--- src/rtl/keypad_scanner.sv ---
// 4x4 matrix keypad scanner with debounced single-capture and a CPU read port.
// Debounce over DEBOUNCE_SCANS scans is enabled by defining KEYPAD_DEBOUNCE_EN.
module keypad_scanner #(
  parameter int unsigned SCAN_DIV       = 50000,
  parameter int unsigned DEBOUNCE_SCANS = 4
) (
  input  logic        clk,
  input  logic        reset,
  output logic [3:0]  rowwrite,
  input  logic [3:0]  colread,
  input  logic        ack,
  input  logic        statusordata,
  output logic [15:0] keyout
);

`ifdef KEYPAD_DEBOUNCE_EN
  localparam int unsigned NumScans = (DEBOUNCE_SCANS < 1) ? 1 : DEBOUNCE_SCANS;
`else
  localparam int unsigned NumScans = 1;
`endif

  localparam int unsigned DivW = (SCAN_DIV > 2) ? $clog2(SCAN_DIV) : 1;
  localparam logic [DivW-1:0] DivLast = DivW'(SCAN_DIV - 1);
  localparam int unsigned CntW = $clog2(NumScans + 1);
  localparam logic [CntW-1:0] CntMax = CntW'(NumScans);

  typedef enum logic [0:0] {StArmed, StHeld} arm_state_e;

  logic [DivW-1:0] div_q;
  logic [1:0]      row_q;
  logic            hit_q;
  logic [3:0]      hit_idx_q;

  logic            last_hit_q, last_hit_d;
  logic [3:0]      last_idx_q, last_idx_d;
  logic [CntW-1:0] press_cnt_q, press_cnt_d;
  logic [CntW-1:0] none_cnt_q, none_cnt_d;
  arm_state_e      state_q, state_d;

  logic            ready_q;
  logic [3:0]      keycode_q;
  logic            ack_prev_q;

  logic            slot_end;
  logic            scan_end;
  logic [3:0]      col_low;
  logic            row_hit;
  logic [1:0]      row_col;
  logic            scan_hit;
  logic [3:0]      scan_idx;
  logic [3:0]      scan_code;
  logic            capture;

  assign slot_end = (div_q == DivLast);
  assign scan_end = slot_end && (row_q == 2'd3);
  assign col_low  = ~colread;
  assign row_hit  = |col_low;

  always_comb begin
    row_col = 2'd0;
    if (col_low[0])      row_col = 2'd0;
    else if (col_low[1]) row_col = 2'd1;
    else if (col_low[2]) row_col = 2'd2;
    else if (col_low[3]) row_col = 2'd3;
  end

  // An earlier row already holding a hit wins, so scan order decides priority.
  assign scan_hit = hit_q | row_hit;
  assign scan_idx = hit_q ? hit_idx_q : {row_q, row_col};

  always_comb begin
    rowwrite = 4'b1110;
    unique case (row_q)
      2'd0: rowwrite = 4'b1110;
      2'd1: rowwrite = 4'b1101;
      2'd2: rowwrite = 4'b1011;
      2'd3: rowwrite = 4'b0111;
      default: rowwrite = 4'b1110;
    endcase
  end

  always_ff @(posedge clk or posedge reset) begin
    if (reset) begin
      div_q     <= '0;
      row_q     <= 2'd0;
      hit_q     <= 1'b0;
      hit_idx_q <= 4'd0;
    end else if (slot_end) begin
      div_q <= '0;
      row_q <= row_q + 2'd1;
      if (scan_end) begin
        hit_q     <= 1'b0;
        hit_idx_q <= 4'd0;
      end else if (!hit_q && row_hit) begin
        hit_q     <= 1'b1;
        hit_idx_q <= {row_q, row_col};
      end
    end else begin
      div_q <= div_q + 1'b1;
    end
  end

  always_comb begin
    scan_code = 4'h0;
    unique case (scan_idx)
      4'd0:  scan_code = 4'h1;
      4'd1:  scan_code = 4'h2;
      4'd2:  scan_code = 4'h3;
      4'd3:  scan_code = 4'hA;
      4'd4:  scan_code = 4'h4;
      4'd5:  scan_code = 4'h5;
      4'd6:  scan_code = 4'h6;
      4'd7:  scan_code = 4'hB;
      4'd8:  scan_code = 4'h7;
      4'd9:  scan_code = 4'h8;
      4'd10: scan_code = 4'h9;
      4'd11: scan_code = 4'hC;
      4'd12: scan_code = 4'hE;
      4'd13: scan_code = 4'h0;
      4'd14: scan_code = 4'hF;
      4'd15: scan_code = 4'hD;
      default: scan_code = 4'h0;
    endcase
  end

  // Run-length counters saturate at the threshold; only the armed state may capture.
  always_comb begin
    state_d     = state_q;
    press_cnt_d = press_cnt_q;
    none_cnt_d  = none_cnt_q;
    last_hit_d  = last_hit_q;
    last_idx_d  = last_idx_q;
    capture     = 1'b0;
    if (scan_end) begin
      if (scan_hit) begin
        none_cnt_d = '0;
        last_hit_d = 1'b1;
        last_idx_d = scan_idx;
        if (!last_hit_q || (last_idx_q != scan_idx)) begin
          press_cnt_d = CntW'(1);
        end else if (press_cnt_q != CntMax) begin
          press_cnt_d = press_cnt_q + 1'b1;
        end
      end else begin
        press_cnt_d = '0;
        last_hit_d  = 1'b0;
        if (none_cnt_q != CntMax) begin
          none_cnt_d = none_cnt_q + 1'b1;
        end
      end
      unique case (state_q)
        StArmed: begin
          if (scan_hit && (press_cnt_d == CntMax)) begin
            capture = 1'b1;
            state_d = StHeld;
          end
        end
        StHeld: begin
          if (!scan_hit && (none_cnt_d == CntMax)) begin
            state_d = StArmed;
          end
        end
        default: state_d = StArmed;
      endcase
    end
  end

  always_ff @(posedge clk or posedge reset) begin
    if (reset) begin
      state_q     <= StArmed;
      press_cnt_q <= '0;
      none_cnt_q  <= '0;
      last_hit_q  <= 1'b0;
      last_idx_q  <= 4'd0;
    end else begin
      state_q     <= state_d;
      press_cnt_q <= press_cnt_d;
      none_cnt_q  <= none_cnt_d;
      last_hit_q  <= last_hit_d;
      last_idx_q  <= last_idx_d;
    end
  end

  // Capture takes priority over an ack rising edge in the same cycle.
  always_ff @(posedge clk or posedge reset) begin
    if (reset) begin
      ready_q    <= 1'b0;
      keycode_q  <= 4'h0;
      ack_prev_q <= 1'b0;
    end else begin
      ack_prev_q <= ack;
      if (capture) begin
        ready_q   <= 1'b1;
        keycode_q <= scan_code;
      end else if (ack && !ack_prev_q) begin
        ready_q <= 1'b0;
      end
    end
  end

  assign keyout = statusordata ? {15'd0, ready_q} : {12'd0, keycode_q};

endmodule

--- config.mk ---
export PLATFORM = sky130hd
export DESIGN_NAME = keypad_scanner
export DESIGN_NICKNAME = d
export VERILOG_FILES = /design/src/rtl/keypad_scanner.sv
export SDC_FILE = /design/constraint.sdc
export NUM_CORES = 1
export LEC_CHECK = 0
export ABC_AREA = 1
export ABC_CLOCK_PERIOD_IN_PS = 1650
export BUFFER_PORTS_ARGS = -buffer_cell sky130_fd_sc_hd__buf_2
export CELL_PAD_IN_SITES_DETAIL_PLACEMENT = 2
export CELL_PAD_IN_SITES_GLOBAL_PLACEMENT = 2
export CORE_AREA = 3 3 107 68
export CTS_CLUSTER_DIAMETER = 30
export DETAILED_ROUTE_END_ITERATION = 10
export DIE_AREA = 0 0 110 71
export GPL_TIMING_DRIVEN = 0
export PLACE_DENSITY = 0.81
export REMOVE_ABC_BUFFERS = 1
export SLEW_MARGIN = 0
export SYNTH_ARGS = -nofsm -noshare
export SYNTH_HDL_FRONTEND = slang
export SYNTH_SLANG_ARGS = --single-unit
--- constraint.sdc ---
create_clock -name clk -period 1.65 [get_ports clk]
set_input_delay 0.2475 -clock clk [delete_from_list [all_inputs] [get_ports clk]]
set_output_delay 0.2475 -clock clk [all_outputs]
set_load 0.1 [all_outputs]
==> results.yml, run 1 <==
run_status:
  outcome: "completed"
placed_design:
  numPortBuffers: 15
  placed_cells: 343
  preCtsSetupSlack_ns: -0.277
  dpl.hpwl_um: 3920
  placed_cell_area_um2: 1950
  place_congestion: 0.753
global_routing:
  grt_usage_pct: 14.2
  grt_pass1_vias: 1686
  gr-total-overflow: 0
  grt_pass1_wl_um: 8560
  antenna_found_initial: 0
  grt_max_degree: 31
clock_tree:
  cts_buffers: 5
  htreeDepth: 2
  cts_sinks: 30
  cts_tree: "built"
  worst_skew_pair.late_latency_ns: 0.28
  cts_root_buf: "clkbuf_8"
  clk_pin_slew_ns: 0.06
  clockBufferDepth: 2
final_layout:
  fin_util_pct: 34.7
  stdcell_count: 357
  finalNetCount: 286
  nFillCells: 763
  final_cell_area_um2: 2250
  n_antenna_cell: 0
  layout_common_cells: "56 x nand2_1, 30 x inv_1, 28 x dfrtp_1, 16 x nor2_1, 13 x o21ai_0"
  final_common_cell: "nand2_1"
  syn_to_final_growth_pct: 22.1
  drive_gt1_share_pct: 22.6
pwr:
  switching_share_pct: 29.5
  vdd_drop_max_mv: 0.234
  finalPower_mw: 1.54
  internal-power_mw: 1.09
  pwr-share-seq_pct: 47.9
  p_leak_nw: 1.15
  p_per_area_nw_per_um2: 685
  p_comb_share_pct: 13.7
  p_switching_mw: 0.455
  clock_power_share_pct: 38.4
route:
  first_pass_iters: 4
  drt.antenna.violating_nets: 0
  avgRoutedWirePerCell_um: 15.0
  drc: 0
  wl_um: 5360
  drt_iter0_markers: 41
  viasPerCell: 4.56
  num_vias: 1627
floorplanning:
  fp-row-count: 23
  core_region_area_um2: 6470
  initial_utilization_pct: 28.4
  die_h_um: 71
  dieArea_um2: 7810
  ios: 28
  die_w_um: 110
run:
  maxCapViolations: 0
worst_setup_path:
  cp-end-kind: "output pin"
  critPathKind: "register to output pin"
  start_kind: "register"
  cp_data_required_time_ns: 1.40
  worstPathMaxFanout: 4
  cp.arrival_ns: 1.36
synth:
  synth_warnings: 0
  synthDistinctLibCells: 34
  synth_adder_area_share_pct: 4.76
  synth_cells: 244
  avgSynthCellArea_um2: 7.55
  synth_top_family_by_area: "simple AND/OR/NAND/NOR gates"
  seq_area_frac_synth_pct: 40.8
  synth-simple-area-share_pct: 29.1
  synth_compound_area_share_pct: 9.04
  muxShareOfSynthArea_pct: 0
  ys_ff_latch: 30
  synthXorXnorAreaFrac_pct: 1.90
  syn_area_um2: 1840
sta:
  whs_ns: 0.0876
  finalCritPeriodShare_pct: 97.2
  relSlewSlack_pct: 59.8
  rsz0062_at_grt: "true"
  min_period_ns: 1.60
  drv_slew: 0
  setup_tns_ns: 0
  worst_pin_slew_ns: 0.599
  hold_viol: 0
  skew_ns: 0.00485
  setup_slack_ns: 0.0462
  max_freq_ghz: 0.624
  setup_viol: 0
worst_hold_path:
  hold_class: "input pin to register"
## final cells by class
cell class / count / area (µm²) / area share, %
Clock buffer: 6 / 82.6 / 3.67
Inverter: 40 / 153 / 6.79
Sequential cell: 30 / 753 / 33.5
Multi-Input combinational cell: 171 / 966 / 42.9
Tap cell: 87 / 109 / 4.84
Timing Repair Buffer: 23 / 186 / 8.29
## what timing repair did
action | 4_1_cts | 5_1_grt
pin swaps | 1 | 2
gates resized for setup | 17 | 27
hold buffers | 0 | 1
setup endpoints to repair | 19 | 17
cloned | 0 | 0
buffers inserted | 2 | 4
hold endpoints to repair | 0 | 13
## synth_stat cells
library cell   n  area, µm²
nand4_1        4       25.0
xor2_1         4       35.0
buf_4         12       90.1
dfrtp_1       30        751
nor2_1        20       75.1
buf_6          2       22.5
or2_2          1       6.26
nor2_8         1       20.0
ha_1           7       87.6
o21ai_0       16       80.1
nor3_1         8       40.0
o21bai_1       1       7.51
nand2_2        2       12.5
o21ai_1        4       20.0
or2_1          1       6.26
o21a_1         1       7.51
o211ai_1       1       7.51
o22ai_1        1       6.26
nor3b_1        1       7.51
nor4_1         2       12.5
nor2_2         1       6.26
nand3b_1       2       15.0
a21oi_1        3       15.0
and2_1         1       6.26
conb_1         1       3.75
nand2_1       59        221
o21ai_2        1       8.76
nand2_4        1       11.3
inv_2          2       7.51
nand3_1       14       70.1
a21boi_0       1       7.51
a31oi_1        1       6.26
inv_1         37        139
clkinv_1       1       3.75
## logic make-up (layout without fill, tap and decap cells)
family / after synthesis / count (layout)
xor gates and xnor gates: 4 / 4
other: 1 / 12
DFF: 30 / 30
and+or+nand+nor: 118 / 118
buffers and inverters: 54 / 69
AOI/OAI and AO/OA: 30 / 30
adders and majority gates: 7 / 7
## worst paths after layout
| kind | depth (start not counted) | startpoint | to | slack, ns |
|---|---|---|---|---|
| max reg2reg | 7 | div_q[5]$_DFF_PP0_ | hit_idx_q[1]$_DFFE_PP0P_ | 0.11 |
| max | 3 | row_q[0]$_DFFE_PP0N_ | rowwrite[3] | 0.05 |
| min | 1 | ack | ack_prev_q$_DFF_PP0_ | 0.09 |
| min in group asynchronous | 3 | reset | ack_prev_q$_DFF_PP0_ | 0.52 |
| max in group asynchronous | 4 | reset | div_q[4]$_DFF_PP0_ | 0.69 |
| min reg2reg | 2 | keycode_q[1]$_DFFE_PP0P_ | keycode_q[1]$_DFFE_PP0P_ | 0.48 |
## power by group through the flow
stage	combinational [mW]	clock, mW	sequential (mW)
after global placement	0.198	0	0.751
final	0.211	0.592	0.737
after global routing	0.225	0.643	0.737
after floorplan	0.173	0	0.751
after CTS	0.201	0.614	0.737
after detailed placement	0.201	0	0.751
## flip-flops by register name, indices dropped and copies added, names as in the netlist
| register | cells |
|---|---|
| state_q | 1 |
| ack_prev_q | 1 |
| hit_idx_q | 4 |
| hit_q | 1 |
| div_q | 16 |
| keycode_q | 4 |
| row_q | 2 |
| ready_q | 1 |
## critical path, cell delays in order, from the launching register on
cell and delay (ns):
dfrtp_1 0.41, ha_1 0.30, inv_2 0.15, buf_8 0.21
## routing by layer
metal  GRT usage, %  share of wire (%)  vias up
li1               -                  -      794
met1           21.3                 51      804
met2           20.6                 44       24
met3           2.83                3.3        5
met4           4.15                1.1        0
met5              0                  0        -
No activity file was read; power rests on OpenSTA's default activity.
==> inputs of run 2 (changes only) <==
==> constraint.sdc (replaced) <==
create_clock -name clk -period 1.65 [get_ports clk]
set_input_delay 0.0825 -clock clk [delete_from_list [all_inputs] [get_ports clk]]
set_output_delay 0.0825 -clock clk [all_outputs]
set_load 0.1 [all_outputs]
==> run 2 against run 1 <==
Worst setup slack improved by 0.041 ns. Sequential cell count did not move. Sequential power barely moved. Wire length fell by 0.60%. Critical path depth did not move. Clock power barely moved. First-iteration DRC count rose by 4.9%. Die area did not move. Via count rose by 0.43%. Count of clock-buffer cells in the layout did not move. Design area fell by 0.50%. Largest power group unchanged. Highest routed layer unchanged.
==> results.yml, run 2 (synthesis gave the netlist of run 1 again) <==
run_status:
  outcome: "completed"
placed_design:
  placed_cells: 343
  numPortBuffers: 15
  dpl.hpwl_um: 3920
  place_congestion: 0.753
  preCtsSetupSlack_ns: -0.277
route:
  drt_iter0_markers: 43
  avgRoutedWirePerCell_um: 14.9
  num_vias: 1634
  viasPerCell: 4.56
  wl_um: 5330
  first_pass_iters: 4
  drc: 0
  drt.antenna.violating_nets: 0
pwr:
  vdd_drop_max_mv: 0.235
  p_leak_nw: 1.14
  p_per_area_nw_per_um2: 689
clock_tree:
  cts_root_buf: "clkbuf_8"
  htreeDepth: 2
  cts_sinks: 30
  cts_tree: "built"
  worst_skew_pair.late_latency_ns: 0.28
  clockBufferDepth: 2
  cts_buffers: 5
  clk_pin_slew_ns: 0.06
sta:
  relSlewSlack_pct: 60.0
  worst_pin_slew_ns: 0.596
  min_period_ns: 1.56
  skew_ns: 0.00479
  max_freq_ghz: 0.640
  hold_viol: 0
  finalCritPeriodShare_pct: 94.7
  setup_viol: 0
  setup_slack_ns: 0.0871
  whs_ns: 0.174
  drv_slew: 0
run:
  maxCapViolations: 0
global_routing:
  grt_pass1_vias: 1672
  grt_pass1_wl_um: 8510
  gr-total-overflow: 0
  grt_usage_pct: 14.2
  grt_max_degree: 31
  antenna_found_initial: 0
floorplanning:
  die_w_um: 110
  initial_utilization_pct: 28.4
  fp-row-count: 23
  ios: 28
  dieArea_um2: 7810
  core_region_area_um2: 6470
  die_h_um: 71
final_layout:
  stdcell_count: 358
  largest_reg_flops: 16
  regMostFlops: "div_q"
  drive_gt1_share_pct: 22.1
  syn_to_final_growth_pct: 21.5
  n_antenna_cell: 0
  final_common_cell: "nand2_1"
  layout_common_cells: "56 x nand2_1, 31 x inv_1, 28 x dfrtp_1, 16 x nor2_1, 13 x o21ai_0"
  finalNetCount: 287
  reg_top3: "div_q (16), hit_idx_q (4), keycode_q (4)"
  fin_util_pct: 34.6
worst_setup_path:
  start_kind: "register"
  crit_chain: "ha_1 > inv_1 > buf_4"
  reg2reg_slack_ns: 0.11
  cp_data_required_time_ns: 1.57
  cp_slowest_cell: "dfrtp_1"
  critPathKind: "register to output pin"
  cp-end-kind: "output pin"
  worstPathMaxFanout: 4
  critPathMaxStageDelay_ns: 0.41
  cp.arrival_ns: 1.48
worst_hold_path:
  hold_class: "input pin to register"
==> run 2: cell count changes in the layout (fill, tap and decap cells not counted), sizes merged <==
cell         before  now
buf              22   20
clkbuf            6    8
dlygate4sd3       1    2
==> run 2: repair_timing <==
| action | CTS | global route |
|---|---|---|
| hold endpoints to repair | 1 | 13 |
| setup buffers | 2 | 4 |
| pin swaps | 1 | 2 |
| resized for setup | 11 | 26 |
| hold buffers | 1 | 1 |
| endpoints found under the setup margin | 16 | 16 |
==> run 2: path summary, 6_finish.rpt <==
| check | from | to | cells after the start |
|---|---|---|---|
| min in group asynchronous | reset | ack_prev_q$_DFF_PP0_ | 3 |
| max in group asynchronous | reset | div_q[4]$_DFF_PP0_ | 4 |
| hold reg to reg | keycode_q[1]$_DFFE_PP0P_ | keycode_q[1]$_DFFE_PP0P_ | 2 |
| setup / recovery | row_q[0]$_DFFE_PP0N_ | rowwrite[3] | 3 |
| hold / removal | colread[0] | hit_idx_q[0]$_DFFE_PP0P_ | 3 |
| setup reg to reg | div_q[5]$_DFF_PP0_ | hit_idx_q[1]$_DFFE_PP0P_ | 7 |
==> run 2: routing by layer <==
layer  part of all wire, %  vias to the layer above  global-route usage [%]  wire (µm)
met2                    45                       23                    20.4       2370
met3                   2.9                        5                    2.73        153
met1                    51                      811                    21.3       2740
li1                      -                      795                       -          -
met4                   1.1                        0                    4.15         58
met5                     0                        -                       0          0
==> run 2: through the flow <==
stage / instance area, µm² / TNS [ns] / total power, mW
floorplan: 1770 / -1.19 / 0.923
global placement: 1950 / -1.22 / 0.949
detailed placement: 1950 / -2.26 / 0.952
CTS: 2090 / 0 / 1.55
global route: 2240 / -0.0267 / 1.61
finish: 2240 / 0 / 1.54
==> run 2: critical path: cells and delay by family, from the launching register on <==
kind / cells / cell delay (ns)
flops: 1 / 0.41
buf+inv: 2 / 0.49
fa+ha+maj: 1 / 0.29
==> run 2: area by class of cell <==
type | instances | area [µm²]
flip-flops and latches | 30 | 753
repair buffers | 24 | 175
multi-input cells | 171 | 966
clock buffers | 6 | 82.6
fillers | 763 | 4240
well taps | 87 | 109
inverters | 40 | 153
==> run 2: power breakdown <==
part / internal (mW) / switching (mW)
combinational: 0.0294 / 0.184
clock: 0.321 / 0.270
sequential: 0.737 / 0.000315
